==> src/rtl/uart_pkg.sv <==
// Shared types and constants for the memory-mapped UART receiver.
package uart_pkg;

    // Receiver frame states; PARITY is only visited when UART_RX_PARITY_EN is defined
    typedef enum logic [2:0] {
        IDLE,
        START,
        DATA,
        PARITY,
        STOP
    } rx_state_t;

    // Register word offsets on the data-memory bus
    localparam logic [1:0] REG_DATA   = 2'd0;
    localparam logic [1:0] REG_STATUS = 2'd1;
    localparam logic [1:0] REG_CTRL   = 2'd2;
    localparam logic [1:0] REG_RSVD   = 2'd3;

    // STATUS bit positions
    localparam int ST_NE      = 0;
    localparam int ST_FULL    = 1;
    localparam int ST_OVR     = 2;
    localparam int ST_FERR    = 3;
    localparam int ST_PERR    = 4;
    localparam int ST_CNT_LSB = 8;

    // 50 MHz / 115200 baud
    localparam int DEF_CLKS_PER_BIT = 434;

endpackage

==> src/rtl/uart_rx_fifo.sv <==
// Synchronous byte FIFO for received characters. Pointers carry an extra
// wrap bit so full and empty can be told apart without a separate counter.
module uart_rx_fifo #(
    parameter int DEPTH = 8
) (
    input  logic                       clk,
    input  logic                       reset,
    input  logic                       push,
    input  logic                       pop,
    input  logic [7:0]                 din,
    output logic [7:0]                 dout,
    output logic                       full,
    output logic                       empty,
    output logic [$clog2(DEPTH):0]     count
);
    localparam int AW = $clog2(DEPTH);

    logic [7:0]  mem_q [DEPTH];
    logic [AW:0] wptr_q, rptr_q;
    logic        do_push, do_pop;

    assign empty   = (wptr_q == rptr_q);
    assign full    = (wptr_q[AW] != rptr_q[AW]) && (wptr_q[AW-1:0] == rptr_q[AW-1:0]);
    assign count   = wptr_q - rptr_q;
    assign dout    = mem_q[rptr_q[AW-1:0]];
    assign do_pop  = pop && !empty;
    // A pop in the same cycle frees the slot, so a push into a full FIFO still lands
    assign do_push = push && (!full || do_pop);

    // Pointer update
    always_ff @(posedge clk) begin
        if (reset) begin
            wptr_q <= '0;
            rptr_q <= '0;
        end else begin
            if (do_push) wptr_q <= wptr_q + 1'b1;
            if (do_pop)  rptr_q <= rptr_q + 1'b1;
        end
    end

    // Storage write; contents are don't-care until pushed
    always_ff @(posedge clk) begin
        if (do_push) mem_q[wptr_q[AW-1:0]] <= din;
    end

endmodule

==> src/rtl/uart_rx_mmio.sv <==
// Memory-mapped UART receiver: 8N1 deserialiser, receive FIFO, STATUS/CTRL
// registers and a level interrupt. Define UART_RX_PARITY_EN for 8E1 framing
// with a PERR sticky bit.
module uart_rx_mmio
    import uart_pkg::*;
#(
    parameter int CLKS_PER_BIT = DEF_CLKS_PER_BIT,
    parameter int FIFO_DEPTH   = 8
) (
    input  logic        clk,
    input  logic        reset,
    input  logic        uart_input,
    input  logic        sel,
    input  logic        rd,
    input  logic        wr,
    input  logic [1:0]  addr,
    input  logic [31:0] wdata,
    output logic [31:0] rdata,
    output logic        irq
);
    localparam int          CW    = $clog2(CLKS_PER_BIT);
    localparam int          FAW   = $clog2(FIFO_DEPTH);
    localparam logic [CW-1:0] FULL_BIT = CW'(CLKS_PER_BIT - 1);
    localparam logic [CW-1:0] HALF_BIT = CW'(CLKS_PER_BIT / 2 - 1);

    logic          sync1_q, sync2_q, rx_bit;
    rx_state_t     state_q;
    logic [CW-1:0] cnt_q;
    logic [2:0]    idx_q;
    logic [7:0]    shift_q;
    logic          frame_end, push_req, ferr_set, perr_set;
    logic          ovr_q, ferr_q, perr_q, ie_q, irq_q;
    logic [31:0]   rdata_q, status_w;
    logic          bus_rd, bus_wr, pop, ovr_set, irq_d;
    logic [31:0]   clr;
    logic [7:0]    fifo_dout;
    logic          fifo_full, fifo_empty;
    logic [FAW:0]  fifo_count;
    logic          unused_wdata;

    assign rx_bit = sync2_q;

    // Two-flop synchroniser on the asynchronous serial line
    always_ff @(posedge clk) begin
        if (reset) begin
            sync1_q <= 1'b1;
            sync2_q <= 1'b1;
        end else begin
            sync1_q <= uart_input;
            sync2_q <= sync1_q;
        end
    end

`ifdef UART_RX_PARITY_EN
    logic par_bad_q;
`endif

    // Frame FSM: centre-samples each bit off a down-counter
    always_ff @(posedge clk) begin
        if (reset) begin
            state_q <= IDLE;
            cnt_q   <= '0;
            idx_q   <= '0;
            shift_q <= '0;
`ifdef UART_RX_PARITY_EN
            par_bad_q <= 1'b0;
`endif
        end else begin
            case (state_q)
                IDLE: if (!rx_bit) begin
                    cnt_q   <= HALF_BIT;
                    state_q <= START;
                end
                START: if (cnt_q != '0) cnt_q <= cnt_q - 1'b1;
                else if (!rx_bit) begin
                    cnt_q   <= FULL_BIT;
                    idx_q   <= '0;
                    state_q <= DATA;
                end else begin
                    state_q <= IDLE;
                end
                DATA: if (cnt_q != '0) cnt_q <= cnt_q - 1'b1;
                else begin
                    shift_q <= {rx_bit, shift_q[7:1]};
                    cnt_q   <= FULL_BIT;
                    idx_q   <= idx_q + 1'b1;
`ifdef UART_RX_PARITY_EN
                    if (idx_q == 3'd7) state_q <= PARITY;
`else
                    if (idx_q == 3'd7) state_q <= STOP;
`endif
                end
`ifdef UART_RX_PARITY_EN
                PARITY: if (cnt_q != '0) cnt_q <= cnt_q - 1'b1;
                else begin
                    par_bad_q <= (^shift_q) ^ rx_bit;
                    cnt_q     <= FULL_BIT;
                    state_q   <= STOP;
                end
`endif
                STOP: if (cnt_q != '0) cnt_q <= cnt_q - 1'b1;
                else state_q <= IDLE;
                default: state_q <= IDLE;
            endcase
        end
    end

    // Stop-bit sample cycle decides push / framing error
    assign frame_end = (state_q == STOP) && (cnt_q == '0);
    assign ferr_set  = frame_end && !rx_bit;
`ifdef UART_RX_PARITY_EN
    assign push_req  = frame_end && rx_bit && !par_bad_q;
    assign perr_set  = frame_end && par_bad_q;
`else
    assign push_req  = frame_end && rx_bit;
    assign perr_set  = 1'b0;
`endif

    assign bus_rd  = sel && rd;
    assign bus_wr  = sel && wr;
    assign pop     = bus_rd && (addr == REG_DATA) && !fifo_empty;
    assign ovr_set = push_req && fifo_full && !pop;
    assign clr     = (bus_wr && addr == REG_STATUS) ? wdata : 32'd0;
    assign unused_wdata = ^{wdata[31:5], wdata[1]};

    uart_rx_fifo #(.DEPTH(FIFO_DEPTH)) u_fifo (
        .clk   (clk),
        .reset (reset),
        .push  (push_req),
        .pop   (pop),
        .din   (shift_q),
        .dout  (fifo_dout),
        .full  (fifo_full),
        .empty (fifo_empty),
        .count (fifo_count)
    );

    // STATUS word assembled from live FIFO state and sticky flags
    always_comb begin
        status_w                      = '0;
        status_w[ST_NE]               = !fifo_empty;
        status_w[ST_FULL]             = fifo_full;
        status_w[ST_OVR]              = ovr_q;
        status_w[ST_FERR]             = ferr_q;
        status_w[ST_PERR]             = perr_q;
        status_w[ST_CNT_LSB +: 4]     = 4'(fifo_count);
    end

`ifdef UART_RX_PARITY_EN
    assign irq_d = ie_q && (!fifo_empty || ovr_q || ferr_q || perr_q);
`else
    assign irq_d = ie_q && (!fifo_empty || ovr_q || ferr_q);
`endif

    // Sticky flags (set beats clear), CTRL, read data and interrupt
    always_ff @(posedge clk) begin
        if (reset) begin
            ovr_q   <= 1'b0;
            ferr_q  <= 1'b0;
            perr_q  <= 1'b0;
            ie_q    <= 1'b0;
            rdata_q <= '0;
            irq_q   <= 1'b0;
        end else begin
            ovr_q  <= (ovr_q  && !clr[ST_OVR])  || ovr_set;
            ferr_q <= (ferr_q && !clr[ST_FERR]) || ferr_set;
            perr_q <= (perr_q && !clr[ST_PERR]) || perr_set;
            if (bus_wr && addr == REG_CTRL) ie_q <= wdata[0];
            if (bus_rd) begin
                case (addr)
                    REG_DATA:   rdata_q <= fifo_empty ? 32'd0 : {24'd0, fifo_dout};
                    REG_STATUS: rdata_q <= status_w;
                    REG_CTRL:   rdata_q <= {31'd0, ie_q};
                    default:    rdata_q <= '0;
                endcase
            end
            irq_q <= irq_d;
        end
    end

    assign rdata = rdata_q;
    assign irq   = irq_q;

endmodule
==> config.mk <==
export PLATFORM = sky130hd
export DESIGN_NAME = uart_rx_mmio
export DESIGN_NICKNAME = d
export VERILOG_FILES = /design/src/rtl/uart_pkg.sv /design/src/rtl/uart_rx_fifo.sv /design/src/rtl/uart_rx_mmio.sv
export SDC_FILE = /design/constraint.sdc
export NUM_CORES = 1
export LEC_CHECK = 0
export CORE_UTILIZATION = 40
export CTS_CLUSTER_DIAMETER = 80
export DETAILED_ROUTE_END_ITERATION = 8
export GPL_TIMING_DRIVEN = 0
export HOLD_SLACK_MARGIN = 0.06
export MAX_ROUTING_LAYER = met4
export PLACE_DENSITY = 0.71
export SLEW_MARGIN = 15
export SYNTH_ARGS = -nofsm -noshare
export SYNTH_HDL_FRONTEND = slang
export SYNTH_HIERARCHICAL = 1
export SYNTH_SLANG_ARGS = --single-unit
==> constraint.sdc <==
create_clock -name clk -period 3.7 [get_ports clk]
set_input_delay 0.555 -clock clk [delete_from_list [all_inputs] [get_ports clk]]
set_output_delay 0.555 -clock clk [all_outputs]
set_load 0.05 [all_outputs]
; ---- Word level (Yosys, flattened, before mapping)
; Memories as Yosys holds them, arrays and structs flattened. A register that Yosys moved wholly into a read port is not among the register bits.
; Cells that the tools add are included.
[classes]
add_sub_neg = 5
n_eq_ne = 17
muxes = 24
bitwise_logic = 1
reduce_logical = 40
[op_table]
columns = operator, count
row1 = 9-bit 2-to-1 mux, 5
row2 = 12-bit case mux with 3 select lines, 1
row3 = 9-bit case mux with 4 select lines, 1
row4 = 3-bit 2-to-1 mux, 10
row5 = 1-bit logical AND, 18
row6 = 2-bit != test (second input constant), 7
row7 = 3-bit case mux with 4 select lines, 1
row8 = 9-bit logical NOT, 1
row9 = 9-bit nonzero test, 1
row10 = 9-bit by 1-bit subtractor with 9-bit output (second input constant), 1
row11 = 4-bit by 1-bit adder with 4-bit output (second input constant), 2
row12 = 8-bit 2-to-1 mux, 1
row13 = 4-bit AND reduction, 2
row14 = 1-bit logical NOT, 7
row15 = 3-bit equality test (second input constant), 2
row16 = 3-bit case mux with 2 select lines, 1
row17 = 1-bit logical OR, 5
row18 = 5-bit 2-to-1 mux, 1
row19 = 5-bit AND reduction, 1
row20 = 4-bit equality test, 1
row21 = 4-bit nonzero test, 1
row22 = 4-bit subtractor, 1
row23 = 3-bit by 1-bit adder with 3-bit output (second input constant), 1
row24 = 3-bit by 1-bit equality test with 1-bit output (second input constant), 1
row25 = other kinds (13), 14
[word_totals]
reg_bits = 70
mem_bits_rw = 64
input_bits = 40
out_inout_bits = 33
mem_count = 1
[mem_list]
columns = memory, words, width, read_ports, rd_clocked_by_memory_dff, wr, line_no
row1 = u_fifo.mem_q, 8, 8, 1, 1, 1, uart_rx_fifo.sv:18  ; logic [7:0] mem_q [DEPTH];

; ---- Depth between registers and ports, before layout
; Gate-level depths: netlist of run 1.
[logic_depth]
ltp_word = 8
depth_mapped = 9

; ---- Hierarchy
; Netlist of run 1, hierarchy kept.
[by_module_without_submodules]
columns = module, instances, cells_per_inst, area_per_inst_um2, seq_area_each_um2
row1 = uart_rx_fifo, 1, 166, 3101.7, 2142.1
row2 = uart_rx_mmio, 1, 236, 2021.9, 840.8

; ---- Least setup slack after synthesis of run 1
; Ideal clock, no wire load.
[synth_path]
path_kind = register -> register
startpoint = register u_fifo.wptr_q[0]
endpoint = memory u_fifo.mem_q[0][0], enable pin
setup_ns = 0.383
arrival_time_ns = 2.753
setup_slack_ns = 0.564
path_stages_with_launch = 9
n_path_buf = 0
path_cell_list = dfxtp_1 > inv_1 > ha_1 > nand3_1 > nor2_1 > nor4_2 > or3_1 > nand3b_1 > nor3_1
[synth_via]
elab_chain_cells = 8
word_cells_on_any_way = 11
[synth_rtl]
columns = item, line_no
row1 = from (decl), uart_rx_fifo.sv:19  ; logic [AW:0] wptr_q, rptr_q;
row2 = from (signal assigned), uart_rx_fifo.sv:36  ; if (do_push) wptr_q <= wptr_q + 1'b1;
row3 = 4-bit equality test, uart_rx_fifo.sv:22  ; assign empty = (wptr_q == rptr_q);
row4 = named net fifo_empty, uart_rx_mmio.sv:37  ; logic fifo_full, fifo_empty;
row5 = 1-bit logical NOT, uart_rx_mmio.sv:121  ; assign pop = bus_rd && (addr == REG_DATA) && !fifo_empty;
row6 = 1-bit logical AND, uart_rx_mmio.sv:121
row7 = named net pop, uart_rx_mmio.sv:34  ; logic bus_rd, bus_wr, pop, ovr_set, irq_d;
row8 = 1-bit logical AND, uart_rx_fifo.sv:26  ; assign do_pop = pop && !empty;
row9 = 1-bit logical OR, uart_rx_fifo.sv:28  ; assign do_push = push && (!full || do_pop);
row10 = 1-bit logical AND, uart_rx_fifo.sv:28
row11 = 1-bit 2-to-1 mux, uart_rx_fifo.sv:43  ; if (do_push) mem_q[wptr_q[AW-1:0]] <= din;
row12 = 1-bit 2-to-1 mux (implied by the code), uart_rx_fifo.sv:43
row13 = to (decl), uart_rx_fifo.sv:18
; The timed path passes the listed nets, and every way through them passes these cells.

; ---- Final worst setup path of run 1
[layout_path]
startpoint = register u_fifo.wptr_q[0]
endpoint = memory u_fifo.mem_q[1][0], enable pin
; The elaborated chain is that of the path after synthesis.

==> results.sh, run 1 <==
export IMPL_ant_nets=0
export IMPL_power_leakage_nw=2.31
export IMPL_outcome="finished clean"
export IMPL_cts_root_buffer="clkbuf_16"
export IMPL_grt_max_degree=17
export IMPL_synth_edf_count=64
export IMPL_post_cts_buffers=0
export IMPL_antenna_found_initial=0
export IMPL_end_kind="flip-flop"
export IMPL_internal_power_mw=2.56
export IMPL_placed_cell_area_um2=5670
export IMPL_portBuffers=24
export IMPL_synthCells=402
export IMPL_clockPowerShare_pct=52.4
export IMPL_cts_max_path_buffers=2
export IMPL_place_congestion=0.857
export IMPL_synthTopCellsByArea="edfxtp_1, dfxtp_1, mux4_1"
export IMPL_initial_core_util_pct=41.8
export IMPL_power_frac_comb_pct=5.9
export IMPL_multiInputGateArea_um2=1950
export IMPL_clock_fmax_mhz=270
export IMPL_cts_hold_buffers=0
export IMPL_layout_setup_ws_ns=0.000775
export IMPL_core_area_um2=12300
export IMPL_routed_via_density=5.29
export IMPL_layout_cells_non_filler=645
export IMPL_fin_skew_ns=0.00975
export IMPL_die_area_um2=13300
export IMPL_dp_slack_ns=0.00864
export IMPL_drc=0
export IMPL_async_reset_ff_share_pct=0
export IMPL_dp_cells=613
export IMPL_hold_viol_final=0
export IMPL_grt_pass1_vias=3267
export IMPL_drive_gt1_share_pct=17.8
export IMPL_drt_pass1_iterations=5
export IMPL_fillers=1023
export IMPL_setup_viol=0
export IMPL_clkLatencyLatePin_ns=0.41
export IMPL_startpoint_type="flip-flop"
export IMPL_fin_area_um2=6310
export IMPL_worstMarginPinSlew_ns=0.906
export IMPL_ios=73
export IMPL_drt_total_wl_um=10700
export IMPL_nets=514
export IMPL_yosysUniqueCellTypes=62
export IMPL_layout_common_cells="edfxtp_1, dfxtp_1, nor2_1, nand2_1, clkdlybuf4s50_1"
export IMPL_final_common_cell="edfxtp_1"
export IMPL_net_switching_power_mw=0.732
export IMPL_syn_area_um2=5120
export IMPL_diodes=0
export IMPL_cts_tree="done"
export IMPL_die_h_um=115
export IMPL_crit_type="reg -> reg"
export IMPL_power_density_nw_per_um2=522
export IMPL_worstPathArrival_ns=3.73
export IMPL_cts_clk_slew_worst_paths_ns=0.05
export IMPL_htree_levels=4
export IMPL_synth_flop_cell="edfxtp_1"
export IMPL_dr_total_vias=3414
export IMPL_rsz0062_at_grt="yes"
export IMPL_p_seq_share_pct=41.7
export IMPL_cap_violations=0
export IMPL_ys_warn_count=6
export IMPL_syn_area_per_cell_um2=12.7
export IMPL_slew_violations=0
export IMPL_finalCritPeriodShare_pct=100
export IMPL_ys_ff_latch=117
export IMPL_rows=40
export IMPL_synth_seq_area_share_pct=58.2
export IMPL_grt_pass1_wl_um=16800
export IMPL_yosys_area_top_type="edfxtp_1"
export IMPL_routedWlPerCell_um=16.5
export IMPL_peakVddDrop_v=0.000283
export IMPL_cts_buffers=17
export IMPL_yosys_area_top_type_share_pct=37.5
export IMPL_relSlewSlack_pct=39.4
export IMPL_area_growth_pct=23.1
export IMPL_clock_sinks=117
export IMPL_path_max_fanout=14
export IMPL_whs_ns=0.406
export IMPL_die_w_um=115
export IMPL_crit_required_ns=3.73
export IMPL_place_hpwl_um=7020
export IMPL_grt_ovfl_total=0
export IMPL_min_period_ns=3.70
export IMPL_min_path_type="reg -> reg"
export IMPL_tns_ns=0
export IMPL_drt_iter0_drc=250
export IMPL_regArea_um2=2980
export IMPL_switching_share_pct=22.2
export IMPL_grt_usage_pct=17.8
## synthesized netlist by cell type, drive strengths merged, types with 3 or more instances
library cell  instances
inv                  15
a21oi                22
clkbuf                5
a22oi                 9
nand2                30
nor3                 11
dfxtp                53
mux4                 16
edfxtp               64
and3                  4
xnor2                 6
nor2                 44
buf                  30
or3                   4
nand3                 6
nor4                  3
a211oi                5
ha                    9
a222oi                4
o21ai                 9
xor2                  5
mux2                  8
## per-layer routing
layer | share of wire (%) | track usage (%)
met5 | 0 | -
met4 | 2.0 | 7.01
met3 | 5.2 | 4.16
met2 | 52 | 29.6
met1 | 41 | 20.8
## final cells by class
cell class / instances / area share, %
Tap cell: 168 / 3.33
Clock buffer: 17 / 6.74
Clock inverter: 15 / 3.27
Timing Repair Buffer: 24 / 3.81
Sequential cell: 117 / 47.3
Multi-Input combinational cell: 254 / 30.9
Buffer: 35 / 3.75
Inverter: 15 / 0.893
## worst paths after layout
kind,from,end,slack [ns],cells after the start
setup / recovery,u_fifo/wptr_q[0],u_fifo/mem_q[1][0],0.0008,8
hold / removal,sync1_q,rx_bit,0.41,1
setup reg to reg,u_fifo/wptr_q[0],u_fifo/mem_q[1][0],0.0008,8
hold reg to reg,sync1_q,rx_bit,0.41,1
## what timing repair did
action,CTS,global route
gates cloned,0,0
resized for setup,1,2
endpoints found under the setup margin,8,48
## through the flow
stage	util [%]	power, mW
2_1_floorplan	-	1.55
3_3_place_gp	46.0	1.59
3_5_place_dp	46.2	1.59
4_1_cts	51.4	3.32
5_1_grt	51.4	3.39
6_report	51.4	3.30
## power groups by stage
stage	combinational, mW	sequential [mW]	clock (mW)
2_1_floorplan	0.149	1.40	0
3_3_place_gp	0.187	1.40	0
3_5_place_dp	0.190	1.40	0
4_1_cts	0.191	1.37	1.75
5_1_grt	0.210	1.37	1.81
6_report	0.194	1.37	1.73
## state kept, by name, summed over array words and instances, names as in the netlist, named ones only
name	flops
ovr_q	1
rdata	12
u_fifo/wptr_q	4
sync1_q	1
cnt_q	9
ie_q	1
perr_q	1
rx_bit	1
state_q	3
u_fifo/mem_q	64
idx_q	3
irq	1
shift_q	8
ferr_q	1
u_fifo/rptr_q	4
## logic make-up after synthesis
group	after synthesis	share of synthesized area, %
and+or+nand+nor	120	11.9
DFF	117	58.2
AOI/OAI and AO/OA	67	9.16
buffers and inverters	50	5.71
muxes	26	10.4
xor gates and xnor gates	11	2.03
adders and majority gates	10	2.59
other	1	0.0732
## critical path, stage by stage (launching register included)
cell	delay [ns]
dfxtp_1	0.46
inv_1	0.17
ha_1	0.34
nand3_1	0.27
nor2_1	0.18
nor4_4	0.75
or3_1	0.28
nand3b_1	0.20
nor2_1	0.68
No activity file was read; power rests on OpenSTA's default activity.
==> run 2, diff against run 1 <==
--- a/config.mk
+++ b/config.mk
@@ -5,13 +5,15 @@
 export SDC_FILE = /design/constraint.sdc
 export NUM_CORES = 1
 export LEC_CHECK = 0
+export CAP_MARGIN = 0
 export CORE_UTILIZATION = 40
 export CTS_CLUSTER_DIAMETER = 80
 export DETAILED_ROUTE_END_ITERATION = 8
+export DONT_BUFFER_PORTS = 1
 export GPL_TIMING_DRIVEN = 0
 export HOLD_SLACK_MARGIN = 0.06
 export MAX_ROUTING_LAYER = met4
-export PLACE_DENSITY = 0.71
+export PLACE_DENSITY = 0.52
 export SLEW_MARGIN = 15
 export SYNTH_ARGS = -nofsm -noshare
 export SYNTH_HDL_FRONTEND = slang
==> results.sh, run 2 (synthesis results as in run 1) <==
export IMPL_drt_pass1_iterations=5
export IMPL_clock_sinks=117
export IMPL_tns_ns=0
export IMPL_die_area_um2=13300
export IMPL_gr_usage_met2_pct=29.0
export IMPL_grt_pass1_wl_um=17100
export IMPL_crit_type="reg -> reg"
export IMPL_grt_ovfl_total=0
export IMPL_die_w_um=115
export IMPL_fin_util_pct=48.9
export IMPL_place_hpwl_um=7450
export IMPL_end_kind="flip-flop"
export IMPL_worstPathArrival_ns=3.65
export IMPL_grt_usage_pct=18.8
export IMPL_die_h_um=115
export IMPL_layout_common_cells="edfxtp_1, dfxtp_1, nor2_1, nand2_1, a21oi_1"
export IMPL_fin_area_um2=5990
export IMPL_dr_total_vias=3176
export IMPL_cap_violations=0
export IMPL_final_common_cell="edfxtp_1"
export IMPL_min_path_type="in -> reg"
export IMPL_cts_clk_slew_worst_paths_ns=0.05
export IMPL_crit_required_ns=3.73
export IMPL_drive_gt1_share_pct=18.1
export IMPL_worstMarginPinSlew_ns=0.878
export IMPL_critPathLaunch="u_fifo/wptr_q[0]"
export IMPL_grtUsageMet1_pct=22.9
export IMPL_drc=0
export IMPL_fin_skew_ns=0.00569
export IMPL_path_max_fanout=14
export IMPL_hold_start="uart_input"
export IMPL_timing_rr_start="u_fifo/wptr_q[0]"
export IMPL_min_period_ns=3.62
export IMPL_startpoint_type="flip-flop"
export IMPL_nets=491
export IMPL_cts_tree="done"
export IMPL_cts_buffers=17
export IMPL_placed_cell_area_um2=5430
export IMPL_cts_root_buffer="clkbuf_16"
export IMPL_diodes=0
export IMPL_antenna_found_initial=0
export IMPL_rows=40
export IMPL_routedWlPerCell_um=17.6
export IMPL_power_density_nw_per_um2=514
export IMPL_clock_fmax_mhz=276
export IMPL_initial_core_util_pct=41.8
export IMPL_peakVddDrop_v=0.000307
export IMPL_area_growth_pct=17.0
export IMPL_relSlewSlack_pct=41.2
export IMPL_routed_via_density=5.11
export IMPL_htree_levels=4
export IMPL_hold_viol_final=0
export IMPL_place_congestion=0.812
export IMPL_grt_max_degree=17
export IMPL_whs_ns=0.246
export IMPL_cts_max_path_buffers=2
export IMPL_setup_viol=0
export IMPL_core_area_um2=12300
export IMPL_ant_nets=0
export IMPL_outcome="finished clean"
export IMPL_finalCritPeriodShare_pct=97.8
export IMPL_portBuffers=0
export IMPL_clkLatencyLatePin_ns=0.41
export IMPL_largest_reg_flops=64
export IMPL_fillers=1114
export IMPL_drt_iter0_drc=185
export IMPL_power_leakage_nw=2.19
export IMPL_layout_setup_ws_ns=0.0827
export IMPL_drt_total_wl_um=10900
export IMPL_ios=73
export IMPL_grt_use_met3_pct=6.22
export IMPL_busiest_layer="met2"
export IMPL_rsz0062_at_grt="yes"
export IMPL_grt_pass1_vias=3101
export IMPL_slew_violations=0
export IMPL_dp_slack_ns=-0.328
[run 2: critical path: stages (launching register included)]
cell	delay (ns)
dfxtp_1	0.46
inv_1	0.15
ha_1	0.34
nand3_1	0.26
nor2_1	0.17
nor4_4	0.68
or3_1	0.27
nand3b_1	0.19
nor3_2	0.72
[run 2: report_power, final]
part | internal (mW) | switching [mW] | total (mW)
clock | 0.972 | 0.554 | 1.53
sequential | 1.37 | 0.0114 | 1.38
combinational | 0.0563 | 0.119 | 0.175
[run 2: final cells by class]
| type | count | area, µm² | area share (%) |
|---|---|---|---|
| flip-flops and latches | 117 | 2980 | 49.8 |
| clock inverters | 13 | 115 | 1.92 |
| clock buffers | 19 | 433 | 7.22 |
| well taps | 168 | 210 | 3.51 |
| inverters | 15 | 56.3 | 0.939 |
| plain buffers | 35 | 236 | 3.94 |
| multi-input cells | 254 | 1950 | 32.6 |
| repair buffers | 1 | 7.51 | 0.125 |
[run 2: final timing paths]
kind                                           end  slack, ns  cells past startpoint
worst min register to register              rx_bit       0.41                      1
worst max register to register  u_fifo/mem_q[0][6]       0.08                      8
worst max-delay path            u_fifo/mem_q[0][6]       0.08                      8
worst min-delay path                       sync1_q       0.25                      1
[run 2: through the flow]
step / instances / power [mW]
after floorplan: 421 / 1.55
after global placement: 589 / 1.58
after detailed placement: 590 / 1.58
after CTS: 622 / 3.11
after global routing: 622 / 3.19
final: 622 / 3.08
[run 2: per-layer routing]
metal  vias up  part of all wire (%)
met3        10                   3.6
met2        50                    49
met4         0                   1.0
met1      1565                    46
li1       1551                     -
met5         -                     0
[run 2: repair_timing]
item	in CTS	in global routing
setup buffers	0	0
resized for setup	1	4
hold buffers	0	0
pin swaps	0	0
endpoints found under the setup margin	62	54
